<file path="src/rtl/sequence_detect_pkg.sv">
// Shared definitions for the parametrised serial pattern detector.
//   SD_MODE_NONOVL / SD_MODE_OVL : values of the overlap configuration bit
//   SD_MAX_W                     : widest pattern the compare helper accepts
//   sd_window_hit()              : masked compare of a candidate window
package sequence_detect_pkg;

    localparam logic SD_MODE_NONOVL = 1'b0;
    localparam logic SD_MODE_OVL    = 1'b1;

    localparam int SD_MAX_W = 32;

    // Callers zero-extend narrower windows. The unused upper bits are zero
    // in the mask, so they never affect the result.
    function automatic logic sd_window_hit(
        input logic [SD_MAX_W-1:0] cand,
        input logic [SD_MAX_W-1:0] pat,
        input logic [SD_MAX_W-1:0] mask
    );
        return ((cand ^ pat) & mask) == '0;
    endfunction

endpackage

</file>
<file path="src/rtl/sequence_detect_param_sat_counter.sv">
// Saturating up-counter with synchronous clear.
//   clk   : rising-edge clock
//   rst_n : synchronous active-low reset, count goes to 0
//   clr   : clear count to 0, wins over inc
//   inc   : add one, holds at all ones
//   cnt   : current count
module sat_counter #(
    parameter int W = 8
) (
    input  logic         clk,
    input  logic         rst_n,
    input  logic         clr,
    input  logic         inc,
    output logic [W-1:0] cnt
);

    always_ff @(posedge clk) begin
        if (!rst_n) begin
            cnt <= '0;
        end else if (clr) begin
            cnt <= '0;
        end else if (inc && (cnt != '1)) begin
            cnt <= cnt + W'(1);
        end
    end

endmodule

</file>
<file path="src/rtl/sequence_detect_param.sv">
// Parametrised serial pattern detector with runtime pattern/mask, overlap
// mode, window-fill qualification and a saturating match counter.
//   clk, rst_n          : clock, synchronous active-low reset
//   data, data_valid    : gated serial bit stream
//   cfg_load            : capture cfg_* and clear the history
//   cfg_pattern         : pattern, bit [PATTERN_W-1] is the oldest bit
//   cfg_mask            : 1 = compare bit, 0 = don't care
//   cfg_overlap         : 1 = overlapping, 0 = non-overlapping detection
//   clr_cnt             : clear match_cnt (wins over a coincident hit)
//   match               : one-cycle pulse, cycle after the completing bit
//   match_cnt           : saturating count of matches
//   window_full         : a full window of valid bits is held
module sequence_detect_param
    import sequence_detect_pkg::*;
#(
    parameter int                   PATTERN_W       = 4,
    parameter int                   CNT_W           = 8,
    parameter logic [PATTERN_W-1:0] DEFAULT_PATTERN = PATTERN_W'(4'b0110),
    parameter logic [PATTERN_W-1:0] DEFAULT_MASK    = '1,
    parameter logic                 DEFAULT_OVERLAP = 1'b1
) (
    input  logic                 clk,
    input  logic                 rst_n,
    input  logic                 data,
    input  logic                 data_valid,
    input  logic                 cfg_load,
    input  logic [PATTERN_W-1:0] cfg_pattern,
    input  logic [PATTERN_W-1:0] cfg_mask,
    input  logic                 cfg_overlap,
    input  logic                 clr_cnt,
    output logic                 match,
    output logic [CNT_W-1:0]     match_cnt,
    output logic                 window_full
);

    localparam int                FILL_W   = $clog2(PATTERN_W);
    localparam logic [FILL_W-1:0] FILL_MAX = FILL_W'(PATTERN_W - 1);

    logic [PATTERN_W-1:0] pat_q;
    logic [PATTERN_W-1:0] mask_q;
    logic                 overlap_q;
    logic [PATTERN_W-2:0] hist;
    logic [FILL_W-1:0]    fill;

    logic [PATTERN_W-1:0] cand;
    logic                 fill_ok;
    logic                 hit;

    assign cand    = {hist, data};
    assign fill_ok = (fill == FILL_MAX);

    // A bit arriving together with cfg_load is discarded, so it must not
    // reach the counter either.
    assign hit = data_valid & ~cfg_load & fill_ok &
                 sd_window_hit(SD_MAX_W'(cand), SD_MAX_W'(pat_q), SD_MAX_W'(mask_q));

    always_ff @(posedge clk) begin
        if (!rst_n) begin
            pat_q       <= DEFAULT_PATTERN;
            mask_q      <= DEFAULT_MASK;
            overlap_q   <= DEFAULT_OVERLAP;
            hist        <= '0;
            fill        <= '0;
            match       <= 1'b0;
            window_full <= 1'b0;
        end else if (cfg_load) begin
            pat_q       <= cfg_pattern;
            mask_q      <= cfg_mask;
            overlap_q   <= cfg_overlap;
            hist        <= '0;
            fill        <= '0;
            match       <= 1'b0;
            window_full <= 1'b0;
        end else begin
            match <= hit;
            if (data_valid) begin
                // Low bits of the candidate form the next history; this
                // also covers PATTERN_W == 2 where hist is a single bit.
                hist <= cand[PATTERN_W-2:0];
                if (hit && (overlap_q == SD_MODE_NONOVL)) begin
                    fill        <= '0;
                    window_full <= 1'b0;
                end else if (fill_ok) begin
                    window_full <= 1'b1;
                end else begin
                    fill <= fill + FILL_W'(1);
                end
            end
        end
    end

    sat_counter #(
        .W (CNT_W)
    ) u_match_cnt (
        .clk   (clk),
        .rst_n (rst_n),
        .clr   (clr_cnt),
        .inc   (hit),
        .cnt   (match_cnt)
    );

endmodule
</file>
<file path="config.mk">
export PLATFORM = sky130hd
export DESIGN_NAME = sequence_detect_param
export DESIGN_NICKNAME = d
export VERILOG_FILES = /design/src/rtl/sequence_detect_pkg.sv /design/src/rtl/sequence_detect_param_sat_counter.sv /design/src/rtl/sequence_detect_param.sv
export SDC_FILE = /design/constraint.sdc
export NUM_CORES = 1
export LEC_CHECK = 0
export BUFFER_PORTS_ARGS = -buffer_cell sky130_fd_sc_hd__buf_4
export CAP_MARGIN = 30
export CORE_AREA = 2 2 53 55
export DETAILED_ROUTE_END_ITERATION = 10
export DIE_AREA = 0 0 55 57
export PLACE_DENSITY_LB_ADDON = 0.12
export SLEW_MARGIN = 10
export SYNTH_ARGS = -nofsm -noshare
export SYNTH_HDL_FRONTEND = slang
export SYNTH_SLANG_ARGS = --single-unit
</file>
<file path="constraint.sdc">
create_clock -name clk -period 1.89 [get_ports clk]
set_clock_uncertainty 0.15 [all_clocks]
set_input_delay 0.2835 -clock clk [delete_from_list [all_inputs] [get_ports clk]]
set_output_delay 0.2835 -clock clk [all_outputs]
set_load 0.01 [all_outputs]
</file>
# [After elaboration in Yosys (flattened, before gate mapping)]
# Cells that the tools add are included.
[word_totals] ff_bits=24 output_inout_bits=10
[classes] addsub=2 eq_ne=3 n_mux=4 n_bitwise=8 n_reduce_logical=8
[op_table] cell="logical NOT 32 bit" n=1
[op_table] cell="adder 8 x 1 -> 8 bit, second input constant" n=1
[op_table] cell="!= test 8 bit, second input constant" n=1
[op_table] cell="bitwise AND 4 bit" n=1
[op_table] cell="two-way mux 2 bit" n=2
[op_table] cell="AND reduction 2 bit" n=2
[op_table] cell="OR reduction 2 bit" n=2
[op_table] cell="bitwise XOR 4 bit" n=1
[op_table] cell="bitwise AND 1 bit" n=3
[op_table] cell="inverter 1 bit" n=3
[op_table] cell="adder 2 x 1 -> 2 bit, second input constant" n=1
[op_table] cell="== test 2 bit, second input constant" n=1
[op_table] cell="logical AND 1 bit" n=2
[op_table] cell="two-way mux 1 bit" n=2
[op_table] cell="!= test 2 x 1 -> 1 bit, second input constant" n=1
[op_table] cell="nonzero test 2 bit" n=1

# [Depth between registers and ports, before layout]
# Gate-level depths: netlist (run 1).
[depth] depth_word=7 ltp_mapped=6 ltp_nobuf=5

# [Cells and area by module]
# A second synthesis (run 1) with hierarchy kept.
[unflattened] cells_unflattened=115 hier_area_um2=1103.6
[modules_own_cells] module="sequence_detect_param" n_inst=1 cells_per_inst=69 area_each_um2=681.9 seq_area_each_um2=320.3
[modules_own_cells] module="sat_counter" n_inst=1 cells_per_inst=46 area_each_um2=421.7 seq_area_each_um2=160.2

# [Least setup slack after synthesis (run 1)]
# OpenSTA, ideal clock, no wires.
[synth_timing] path_kind="register -> register" start="register fill[0]" end="register u_match_cnt.cnt[7]" setup_ns=0.116 arrival_ns=1.650 setup_slack_ns=-0.026 path_stages_with_launch=7 period_less_slack_ns=1.916 path_cell_list="dfxtp_1 -> ha_1 -> nand3b_1 -> a221o_1 -> buf_6 -> or4_1 -> o211a_1"
[synth_between] elab_chain_cells=4
[synth_rtl] item="start: declaration" line="sequence_detect_param.sv:43" rtl="logic [FILL_W-1:0] fill;"
[synth_rtl] item="start signal: assignment" line="sequence_detect_param.sv:86" rtl="fill <= fill + FILL_W'(1);"
[synth_rtl] item="== test 2 bit" line="sequence_detect_param.sv:50" rtl="assign fill_ok = (fill == FILL_MAX);"
[synth_rtl] item="bitwise AND 1 bit (2 in a row)" line="sequence_detect_param.sv:54" rtl="assign hit = data_valid & ~cfg_load & fill_ok &"
[synth_rtl] item="logical AND 1 bit" line="sequence_detect_param_sat_counter.sv:22" rtl="end else if (inc && (cnt != '1)) begin"
[synth_rtl] item="end signal: assignment" line="sequence_detect_param_sat_counter.sv:23" rtl="cnt <= cnt + W'(1);"
[synth_rtl] item="end: declaration" line="sequence_detect_param_sat_counter.sv:14" rtl="output logic [W-1:0] cnt"
# No other way between the ends.
# A chain may end at the register's enable or synchronous reset.

# [Worst setup path in the final report (run 1)]
[layout_timing] start="register hist[1]" end="register u_match_cnt.cnt[7]"
[layout_between] elab_chain_cells=5
[layout_rtl] item="start: declaration" line="sequence_detect_param.sv:42" rtl="logic [PATTERN_W-2:0] hist;"
[layout_rtl] item="start signal: assignment" line="sequence_detect_param.sv:79" rtl="hist <= cand[PATTERN_W-2:0];"
[layout_rtl] item="bitwise XOR 4 bit" line="sequence_detect_pkg.sv:19" rtl="return ((cand ^ pat) & mask) == '0;"
[layout_rtl] item="bitwise AND 4 bit" line="sequence_detect_pkg.sv:19"
[layout_rtl] item="logical NOT 32 bit" line="sequence_detect_pkg.sv:19"
[layout_rtl] item="bitwise AND 1 bit" line="sequence_detect_param.sv:54"
[layout_rtl] item="logical AND 1 bit" line="sequence_detect_param_sat_counter.sv:22"
# No other way between the ends.

==> summary.md, run 1 <==
| Metric | Value |
|---|---|
| Layout cells sized above 1 | `27.1%` |
| Slew Limit Fails | `0` |
| Commonest non-fill, non-tap cells in the layout | `32 x buf_4, 22 x dfxtp_1, 17 x nand2_1` |
| Row count | `19` |
| Slowest CP cell | `or4_1` |
| RSZ-0062 raised after global routing | `yes` |
| Cells on worst reg2reg path | `4` |
| GRT Total Usage | `between 10% and 20%` |
| Yosys cell types | `36` |
| Crit Reg-Reg Startpoint | `hist[1]$_SDFFE_PP0P_` |
| Starting DRC count in detailed routing | `26` |
| Met3 Resource Use GR | `~2.4%` |
| Max_cap viols | `0` |
| Routed length per instance | `around 13 um` |
| Top cells by area, synth | `dfxtp_1 42%, mux2i_1 12%, nand2_1 5.6%, xor2_1 3.1%, nor2_1 3.0%` |
| DPL Wire Length | `1860 um` |
| Global route hottest layer | `met2` |
| Die ar. | `0.00314 mm2` |
| GR Layer Usage met2 | `between 20% and 30%` |
| Hold path start | `cfg_mask[3]` |
| Number of global-route vias before repair | `913` |
| Critical Path Sink Type | `flop` |
| Cts bufs inserted | `3` |
| GP Congestion | `between 0.7 and 0.8` |
| Area leader, netlist | `dfxtp_1` |
| Critical path type | `flop to flop` |
| FF-to-FF End | `u_match_cnt.cnt[7]$_SDFFE_PP0P_` |
| First-pass GRT wire length | `4060 um` |
| DRC errors left | `0` |
| Rel. slew slack | `between 60 and 70%` |
| Antenna Violating Nets Remaining | `0` |
| Top_reg_cell synth | `dfxtp_1` |
| Clk network pwr share | `between 30% and 40%` |
| Gate power share | `a little over a tenth` |
| Minimum clock period | `1.83 ns` |
| Synthesized Nets | `141` |
| Met1 usage | `a little under a quarter` |
| WL final | `between 2000 and 2500 um` |
| Seq pwr share | `a little over half` |
| Final Cell Area | `0.00147 mm2` |
| Hold Path Class | `input port to flop` |
| Fmax | `approximately 550 MHz` |
| H-tree depth | `1` |
| Initial antenna violation count | `0` |
| Area grow syn2layout | `29.6%` |
| Hold EP | `mask_q[3]$_SDFFE_PN1P_` |
| Leak | `0.625 nW` |
| Post-synth ARST share | `0%` |
| Switch share | `between 20 and 25%` |
| Top cell type's share of synthesized area | `42.2%` |
| Crit path cell chain | `xor2_1 -> a221o_1 -> or4_1 -> o211a_1` |
| Synth Cell Area | `approximately 0.0011 mm2` |
| Die height | `~57 um` |
| Outcome | `completed` |
| Clock-pin slew on the worst setup and hold paths | `approximately 0.15 ns` |
| FILL cells | `244` |
| Number of I/O port buffers | `24` |
| Initial Util | `around 43%` |
| P_int | `roughly 0.79 mW` |
| Worst-Margin Slew | `0.530 ns` |
| Final period utilization | `between 90% and 100%` |
| Die width | `around 55 um` |
| Psw | `roughly 0.23 mW` |
| Gr ovfl total | `0` |
| Via-to-Cell Ratio | `approximately 5.4` |
| Synthesis-stage register bit count | `24` |
| CP Data Arrival Time | `around 1.9 ns` |
| Post-Layout Cell Count | `186` |
| Clock tree buffer depth | `2` |
| Via count | `about 1k` |
| VDD IR max | `about 500 uV` |
| Worst-path fanout max | `4` |
| Synth Instances | `roughly 120` |
| Setup violations, final | `0` |
| Reg2Reg Setup Slack | `0.06 ns` |
| Power per cell area | `a little under 700 mW/mm2` |
| Placed Area | `about 0.0014 mm2` |
| Placed insts | `~180` |
| Synth Warn # | `0` |
| Top-Level Pins | `25` |
| Worst Hold Depth | `3` |
| Core area | `0.00262 mm2` |
| Post-synth EDFFs | `0` |
| CP startpoint kind | `flop` |
| Average size of a mapped cell | `between 9 and 10 um2` |
| Commonest non-fill, non-tap cell in the layout | `buf_4` |
| Largest net degree at the start of global routing | `15` |
| Ant diodes | `0` |
| Core Util, Final | `56.4%` |
| WP data required | `about 2 ns` |
| 1st-pass router iterations | `4` |
| Max incr delay on CP | `roughly 0.47 ns` |
| Sink Count | `24` |
| Clock latency on the worst-skew pair | `roughly 0.32 ns` |
| CTS tree | `done` |
| Hold Violations, Final | `0` |
| Seq/Total Area, Yosys | `a little over two fifths` |
| Fin nets | `173` |
| Clk root buf | `clkbuf_4` |
[worst max-delay path, delay by kind of cell, from the launching register on]
family,cells,cell delay [ns]
AO/OA/AOI/OAI,2,0.60
AND/OR/NAND/NOR,1,0.47
flip-flops,1,0.36
XOR/XNOR,1,0.16
[synth_stat cells (2+ instances only)]
library cell and n:
o21a_1 2, dfxtp_1 24, o31ai_1 3, and3_1 2
a21oi_1 2, nor2b_1 5, a211oi_1 2, clkbuf_1 2
nor4_1 2, ha_1 2, nor2_1 9, xor2_1 4
o211ai_1 2, inv_1 3, o311ai_0 2, mux2i_1 14
nand2_1 17, a31oi_1 2, nand4_1 4, nand2b_1 5
[power by group through the flow]
stage	clock network (mW)	logic (mW)	registers, mW
6_report	0.376	0.112	0.531
5_1_grt	0.398	0.124	0.533
4_1_cts	0.385	0.108	0.531
3_5_place_dp	0	0.108	0.542
3_3_place_gp	0	0.104	0.542
2_1_floorplan	0	0.0613	0.539
[metrics by stage]
stage / total power, mW / hold slack (ns) / TNS [ns] / setup WS, ns
2_1_floorplan: 0.600 / 0.262 / 0 / 0.0257
3_3_place_gp: 0.647 / 0.319 / 0 / 0.0819
3_5_place_dp: 0.650 / 0.326 / 0 / 0.0436
4_1_cts: 1.02 / 0.00681 / 0 / 0.0390
5_1_grt: 1.05 / 0.00370 / -0.0942 / -0.0480
6_report: 1.02 / 0.0146 / 0 / 0.0573
[repair_timing]
| item | CTS | global route |
|---|---|---|
| resized for setup | 0 | 3 |
| endpoints found under the setup margin | 0 | 4 |
| hold buffers | 0 | 0 |
| buffers inserted | 0 | 1 |
| endpoints found under the hold margin | 0 | 0 |
[metal layers]
| metal | vias up | routed length (um) |
|---|---|---|
| met5 | - | 0 |
| met4 | 0 | 16 |
| met3 | 2 | 104 |
| met2 | 27 | 1180 |
| met1 | 461 | 1170 |
| li1 | 510 | - |
[cells by family after synthesis]
group	share of synthesized area, %
mux	12.3
fa+ha+maj	2.20
buf+inv	3.41
compound gates	15.0
simple gates	21.8
flops	42.2
xor+xnor	3.08
[flip-flops by register name, summed over array words and instances, names as in the netlist]
name / flops
fill: 2
hist: 3
mask_q: 4
match: 1
overlap_q: 1
pat_q: 4
u_match_cnt.cnt: 8
window_full: 1
[layout make-up]
cell class	instances	area, um2	area share (%)
clock inverters	1	30.0	2.04
inverters	3	11.3	0.764
repair buffers	32	240	16.3
clock buffers	3	22.5	1.53
multi-input cells	92	648	44.0
flip-flops and latches	24	483	32.8
well taps	31	38.8	2.63
[how the worst max path moves through the flow]
stage,startpoint,to,slack (ns),depth (start not counted)
6_report,hist[1]$_SDFFE_PP0P_,u_match_cnt.cnt[7]$_SDFFE_PP0P_,0.06,4
5_1_grt,u_match_cnt.cnt[1]$_SDFFE_PP0P_,u_match_cnt.cnt[1]$_SDFFE_PP0P_,-0.05,5
4_1_cts,fill[0]$_SDFFE_PP0P_,u_match_cnt.cnt[7]$_SDFFE_PP0P_,0.04,5
3_5_place_dp,fill[0]$_SDFFE_PP0P_,u_match_cnt.cnt[7]$_SDFFE_PP0P_,0.04,5
3_3_place_gp,cfg_load,u_match_cnt.cnt[7]$_SDFFE_PP0P_,0.08,5
2_1_floorplan,fill[1]$_SDFFE_PP0P_,u_match_cnt.cnt[7]$_SDFFE_PP0P_,0.03,6
(Power assumes the default switching activity.)
==> run 2, diff against run 1 <==
- CORE_AREA: 2 2 53 55 -> 2 2 41 81
- DIE_AREA: 0 0 55 57 -> 0 0 43 83
==> summary.md, run 2 (synthesized netlist as in run 1, its figures left out) <==
| Metric | Value |
|---|---|
| Largest net degree at the start of global routing | `15` |
| Biggest register | `u_match_cnt.cnt` |
| Max reg flops | `8` |
| Core area | `roughly 0.0029 mm2` |
| FF-to-FF End | `u_match_cnt.cnt[7]$_SDFFE_PP0P_` |
| Seq pwr share | `about half` |
| Layout cells sized above 1 | `between 20% and 30%` |
| Via-to-Cell Ratio | `approximately 5.6` |
| Worst-path fanout max | `3` |
| Hold Violations, Final | `0` |
| Cells on worst reg2reg path | `5` |
| CP Data Arrival Time | `approximately 1.8 ns` |
| Setup violations, final | `0` |
| Ant diodes | `0` |
| Number of global-route vias before repair | `1029` |
| Routed length per instance | `roughly 15 um` |
| DRC errors left | `0` |
| Top-Level Pins | `25` |
| Psw | `approximately 0.23 mW` |
| Hold-fix buffers at CTS | `0` |
| Clock-pin slew on the worst setup and hold paths | `~0.080 ns` |
| 1st-pass router iterations | `4` |
| Hold Path Class | `input port to flop` |
| Top flop regs | `u_match_cnt.cnt (8), mask_q (4), pat_q (4)` |
| Minimum clock period | `1.82 ns` |
| Area grow syn2layout | `33.3%` |
| Core Util, Final | `51.5%` |
| Outcome | `completed` |
| DPL Wire Length | `~2200 um` |
| Number of I/O port buffers | `24` |
| Crit Reg-Reg Startpoint | `fill[1]$_SDFFE_PP0P_` |
| Gate power share | `10.4%` |
| CTS tree | `done` |
| Final period utilization | `between 90% and 100%` |
| Reg2Reg Setup Slack | `between 0.06 and 0.07 ns` |
| Clk root buf | `clkbuf_8` |
| Commonest non-fill, non-tap cell in the layout | `buf_4` |
| WL final | `approximately 2800 um` |
| Commonest non-fill, non-tap cells in the layout | `35 x buf_4, 22 x dfxtp_1, 17 x nand2_1` |
| FILL cells | `a little under 300` |
| Critical Path Sink Type | `flop` |
| Final Power | `between 1 and 1.5 mW` |
| P_int | `approximately 0.86 mW` |
| Rel. slew slack | `around three quarters` |
| Fmax | `548 MHz` |
| Fin nets | `roughly 180` |
| Via count | `between 1k and 1.5k` |
| Leak | `~0.65 nW` |
| Worst-Margin Slew | `approximately 0.35 ns` |
| Die ar. | `0.00357 mm2` |
| VDD IR max | `a little over 600 uV` |
| Hold EP | `mask_q[2]$_SDFFE_PN1P_` |
| Initial antenna violation count | `0` |
| Antenna Violating Nets Remaining | `0` |
| Hold path start | `cfg_mask[2]` |
| GP Congestion | `between 0.8 and 0.9` |
| Cts bufs inserted | `3` |
| WP data required | `about 1.9 ns` |
| H-tree depth | `1` |
| Power per cell area | `between 700 and 800 mW/mm2` |
| Row count | `28` |
| GRT Total Usage | `about 16%` |
| Max_cap viols | `0` |
| Slew Limit Fails | `0` |
| Clock tree buffer depth | `2` |
| Worst Hold Depth | `3` |
| Switch share | `21.3%` |
| Starting DRC count in detailed routing | `14` |
| First-pass GRT wire length | `approximately 4300 um` |
| Die width | `between 40 and 50 um` |
| CP startpoint kind | `flop` |
| RSZ-0062 raised after global routing | `yes` |
| Gr ovfl total | `0` |
| Clock latency on the worst-skew pair | `~0.27 ns` |
| Critical path type | `flop to flop` |
| Clk network pwr share | `about two fifths` |
| Sink Count | `24` |
| Die height | `83 um` |
| Initial Util | `38.6%` |
-- run 2: routing by layer --
layer	wire length (um)	vias to the layer above	GRT usage, %
met5	0	-	0
met4	63	0	7.16
met3	69	7	1.96
met2	1660	22	31.3
met1	965	504	14.4
li1	-	514	-
-- run 2: worst max-delay path by stage --
stage	startpoint	to	slack, ns	cells after the start
2_1_floorplan	fill[1]$_SDFFE_PP0P_	u_match_cnt.cnt[7]$_SDFFE_PP0P_	0.03	6
3_3_place_gp	fill[0]$_SDFFE_PP0P_	u_match_cnt.cnt[7]$_SDFFE_PP0P_	0.1	5
3_5_place_dp	fill[1]$_SDFFE_PP0P_	u_match_cnt.cnt[7]$_SDFFE_PP0P_	0.07	5
4_1_cts	fill[1]$_SDFFE_PP0P_	u_match_cnt.cnt[3]$_SDFFE_PP0P_	0.05	6
5_1_grt	fill[0]$_SDFFE_PP0P_	u_match_cnt.cnt[4]$_SDFFE_PP0P_	-0.001	6
6_report	fill[1]$_SDFFE_PP0P_	u_match_cnt.cnt[7]$_SDFFE_PP0P_	0.07	5
-- run 2: final cells by class --
type / count / area [um2] / area share, %
clock buffer: 3 / 41.3 / 2.72
clock inverter: 1 / 30.0 / 1.98
multi-input combinational: 92 / 651 / 42.9
inverter: 3 / 11.3 / 0.743
sequential: 24 / 483 / 31.8
timing repair buffer: 35 / 263 / 17.3
tap: 30 / 37.5 / 2.48
-- run 2: power groups by stage --
| stage | Combinational [mW] | Sequential (mW) | Clock, mW |
|---|---|---|---|
| floorplan | 0.0613 | 0.539 | 0 |
| global placement | 0.110 | 0.541 | 0 |
| detailed placement | 0.112 | 0.542 | 0 |
| CTS | 0.112 | 0.530 | 0.460 |
| global route | 0.124 | 0.532 | 0.479 |
| finish | 0.113 | 0.530 | 0.451 |
-- run 2: critical path, stage by stage, from the launching register on --
cell and delay (ns):
dfxtp_2 0.36, ha_4 0.14, nand3b_1 0.09, a221o_1 0.31
or4_1 0.47, o211a_1 0.21
-- run 2: what timing repair did --
item / CTS / global route
setup endpoints to repair: 0 / 4
hold endpoints to repair: 0 / 0
resized for setup: 0 / 4
setup buffers: 0 / 1
-- run 2: stage by stage --
step | setup WS [ns] | hold slack, ns | TNS [ns] | cell area, um2 | std cells
after floorplan | 0.0257 | 0.262 | 0 | 1150 | 124
after global placement | 0.0973 | 0.319 | 0 | 1420 | 183
after detailed placement | 0.0667 | 0.341 | 0 | 1420 | 183
after CTS | 0.0483 | 0.0708 | 0 | 1490 | 187
after global routing | -0.000987 | 0.0802 | -0.00181 | 1520 | 188
final | 0.0660 | 0.0742 | 0 | 1520 | 188
==> run 3, diff against run 2 <==
- ABC_AREA: unset -> 1
- CORE_AREA: 2 2 41 81 -> 2 2 42 82
- DIE_AREA: 0 0 43 83 -> 0 0 44 84
- SYNTH_HIERARCHICAL: unset -> 1
==> summary.md, run 3 <==
| Metric | Value |
|---|---|
| Outcome | `completed` |
| Top cells by area, synth | `dfxtp_1 41%, nand2_1 16%, nor2_1 8.4%, inv_1 6.4%, nand3_1 5.1%` |
| Reg2Reg Setup Slack | `0.13 ns` |
| CTS tree | `done` |
| Cts bufs inserted | `3` |
| Clock tree buffer depth | `2` |
| RSZ-0062 raised after global routing | `yes` |
| Die height | `around 84 um` |
| Number of global-route vias before repair | `1176` |
| Core Util, Final | `around 48%` |
| Hold path start | `cfg_mask[0]` |
| Leak | `0.721 nW` |
| Critical Path Sink Type | `flop` |
| Final Cell Area | `roughly 0.0015 mm2` |
| Seq pwr share | `between 50% and 60%` |
| Top delay family on crit path | `simple AND/OR/NAND/NOR gates` |
| GP Congestion | `between 0.7 and 0.8` |
| Post-synthesis compound-gate area fraction | `under 10%` |
| Sink Count | `24` |
| Die ar. | `0.00370 mm2` |
| WL final | `~2600 um` |
| GRT Total Usage | `between 10% and 20%` |
| Critical path type | `flop to flop` |
| Setup crit end | `u_match_cnt/cnt[3]$_SDFFE_PP0P_` |
| CP Data Arrival Time | `about 1.8 ns` |
| Final period utilization | `93.3%` |
| Largest net degree at the start of global routing | `14` |
| Commonest cells in the netlist | `50 x nand2_1, 26 x nor2_1, 24 x dfxtp_1` |
| Worst-path fanout max | `2` |
| Synth Area in Adders | `2.14%` |
| Synth Cell Area | `roughly 0.0012 mm2` |
| Power per cell area | `649 mW/mm2` |
| Synth Warn # | `6` |
| Max reg flops | `8` |
| Slowest CP cell | `dfxtp_2` |
| CP startpoint kind | `flop` |
| Clock latency on the worst-skew pair | `between 0.2 and 0.3 ns` |
| Seq/Total Area, Yosys | `41.2%` |
| DPL Wire Length | `around 2000 um` |
| Dominant cell by count in the synthesized netlist | `nand2_1` |
| Top cell type's share of synthesized area | `slightly above 40%` |
| Main combinational cell family by area after synthesis | `simple AND/OR/NAND/NOR gates` |
| Slew Limit Fails | `0` |
| Top flop regs | `u_match_cnt/cnt (8), mask_q (4), pat_q (4)` |
| Via count | `approximately 1.1k` |
| Ant diodes | `0` |
| Clk root buf | `clkbuf_8` |
| Mux contribution to synthesized area | `0%` |
| Max_cap viols | `0` |
| Post-synth ARST share | `0%` |
| Worst-Margin Slew | `between 0.5 and 0.6 ns` |
| Worst path most repeated cell | `nand2_1` |
| Setup violations, final | `0` |
| Post-synth EDFFs | `0` |
| Initial antenna violation count | `0` |
| Routed length per instance | `between 10 and 15 um` |
| Cells on worst reg2reg path | `13` |
| Switch share | `around 23%` |
| Average size of a mapped cell | `6.75 um2` |
| Antenna Violating Nets Remaining | `0` |
| Area grow syn2layout | `28.1%` |
| 1st-pass router iterations | `4` |
| Fmax | `567 MHz` |
| Yosys cell types | `21` |
| DRC errors left | `0` |
| Psw | `roughly 0.22 mW` |
| Row count | `29` |
| Post-Synth Simple-Gate Area | `about two fifths` |
| Synthesis-stage register bit count | `24` |
| Number of I/O port buffers | `24` |
| Minimum clock period | `about 1.8 ns` |
| Crit path depth | `13` |
| Gate power share | `roughly 10%` |
| Final Power | `about 0.97 mW` |
| Rel. slew slack | `~65%` |
| Clock-pin slew on the worst setup and hold paths | `~0.08 ns` |
| Post-route setup TNS | `0 ns` |
| Seq. cell area | `~500 um2` |
| Hold slack | `0.0721 ns` |
| Synthesized Nets | `190` |
| Biggest register | `u_match_cnt/cnt` |
| Buffers & Inverters on Critical Path | `2` |
| Synth Instances | `173` |
| FF-to-FF End | `u_match_cnt/cnt[3]$_SDFFE_PP0P_` |
| Clk network pwr share | `between 30% and 40%` |
| Crit path cell chain | `ha_4 -> nand2_4 -> nor2_2 -> nand2_1 -> nor2_2 -> nand2_1 -> inv_2 -> nand2_2 -> nor2_4 -> buf_4 -> nand3_1 -> nand2_1 -> nor2_1` |
| Starting DRC count in detailed routing | `20` |
| Multi-input combinational cell area | `approximately 610 um2` |
| Pre-CTS setup slack | `between 0.07 and 0.08 ns` |
| Commonest non-fill, non-tap cell in the layout | `nand2_1` |
| Initial Util | `a little under two fifths` |
| FILL cells | `between 300 and 400` |
| Die width | `44 um` |
| Max incr delay on CP | `about 0.36 ns` |
| P_int | `0.751 mW` |
| Gr ovfl total | `0` |
| Post-synthesis xor/xnor area fraction | `0%` |
| Post-Layout Cell Count | `234` |
| Crit Reg-Reg Startpoint | `fill[1]$_SDFFE_PP0P_` |
| Final WS setup | `around 0.13 ns` |
| Top_reg_cell synth | `dfxtp_1` |
| Hold Path Class | `input port to flop` |
| H-tree depth | `1` |
| VDD IR max | `~450 uV` |
| Placed Area | `approximately 0.0014 mm2` |
| Fin nets | `roughly 220` |
| Via-to-Cell Ratio | `between 4 and 5` |
| Core area | `between 0.003 and 0.004 mm2` |
| Crit path from | `fill[1]$_SDFFE_PP0P_` |
| Area leader, netlist | `dfxtp_1` |
| Top-Level Pins | `25` |
| Hold-fix buffers at CTS | `0` |
| Placed insts | `227` |
| WP data required | `between 1.5 and 2 ns` |
| First-pass GRT wire length | `between 4000 and 5000 um` |
| Layout cells sized above 1 | `about a quarter` |
| Commonest non-fill, non-tap cells in the layout | `49 x nand2_1, 29 x buf_4, 24 x nor2_1` |
| Hold Violations, Final | `0` |
## run 3: per-layer routing
metal	vias to the layer above	GRT usage, %	share of wire (%)
met3	6	1.95	2.9
met4	0	7.99	2.6
met2	23	29.9	58
li1	600	-	-
met1	498	16.6	37
met5	-	0	0
## run 3: repair_timing
item	4_1_cts	5_1_grt
setup buffers	0	3
gates resized for setup	0	11
setup endpoints to repair	0	5
## run 3: power by group through the flow
stage | clock network [mW] | logic (mW) | registers, mW
4_1_cts | 0.357 | 0.0945 | 0.532
3_3_place_gp | 0 | 0.0921 | 0.543
3_5_place_dp | 0 | 0.0940 | 0.544
6_report | 0.344 | 0.0947 | 0.532
2_1_floorplan | 0 | 0.0568 | 0.541
5_1_grt | 0.377 | 0.111 | 0.534
## run 3: worst min-delay path, cell delays in order
cell	delay (ns)
buf_4	0.08
nand2_1	0.04
nand3_1	0.06
## run 3: how the worst min path moves through the flow
| stage | end | slack [ns] | cells after the start |
|---|---|---|---|
| 5_1_grt | overlap_q$_SDFFE_PN1P_ | 0.09 | 3 |
| 3_3_place_gp | mask_q[0]$_SDFFE_PN1P_ | 0.29 | 2 |
| 3_5_place_dp | mask_q[0]$_SDFFE_PN1P_ | 0.30 | 2 |
| 6_report | mask_q[0]$_SDFFE_PN1P_ | 0.07 | 3 |
| 4_1_cts | mask_q[0]$_SDFFE_PN1P_ | 0.07 | 3 |
| 2_1_floorplan | mask_q[0]$_SDFFE_PN1P_ | 0.26 | 2 |
## run 3: cell type report
type                    count  area share [%]
inverters                  23            5.77
well taps                  31            2.59
repair buffers             29            14.6
multi-input cells         123            40.9
flip-flops and latches     24            32.5
clock buffers               4            3.68
## run 3: cell families after synthesis
family,Yosys count
AOI/OAI and AO/OA,18
adders and majority gates,2
and+or+nand+nor,103
DFF,24
buffers and inverters,26
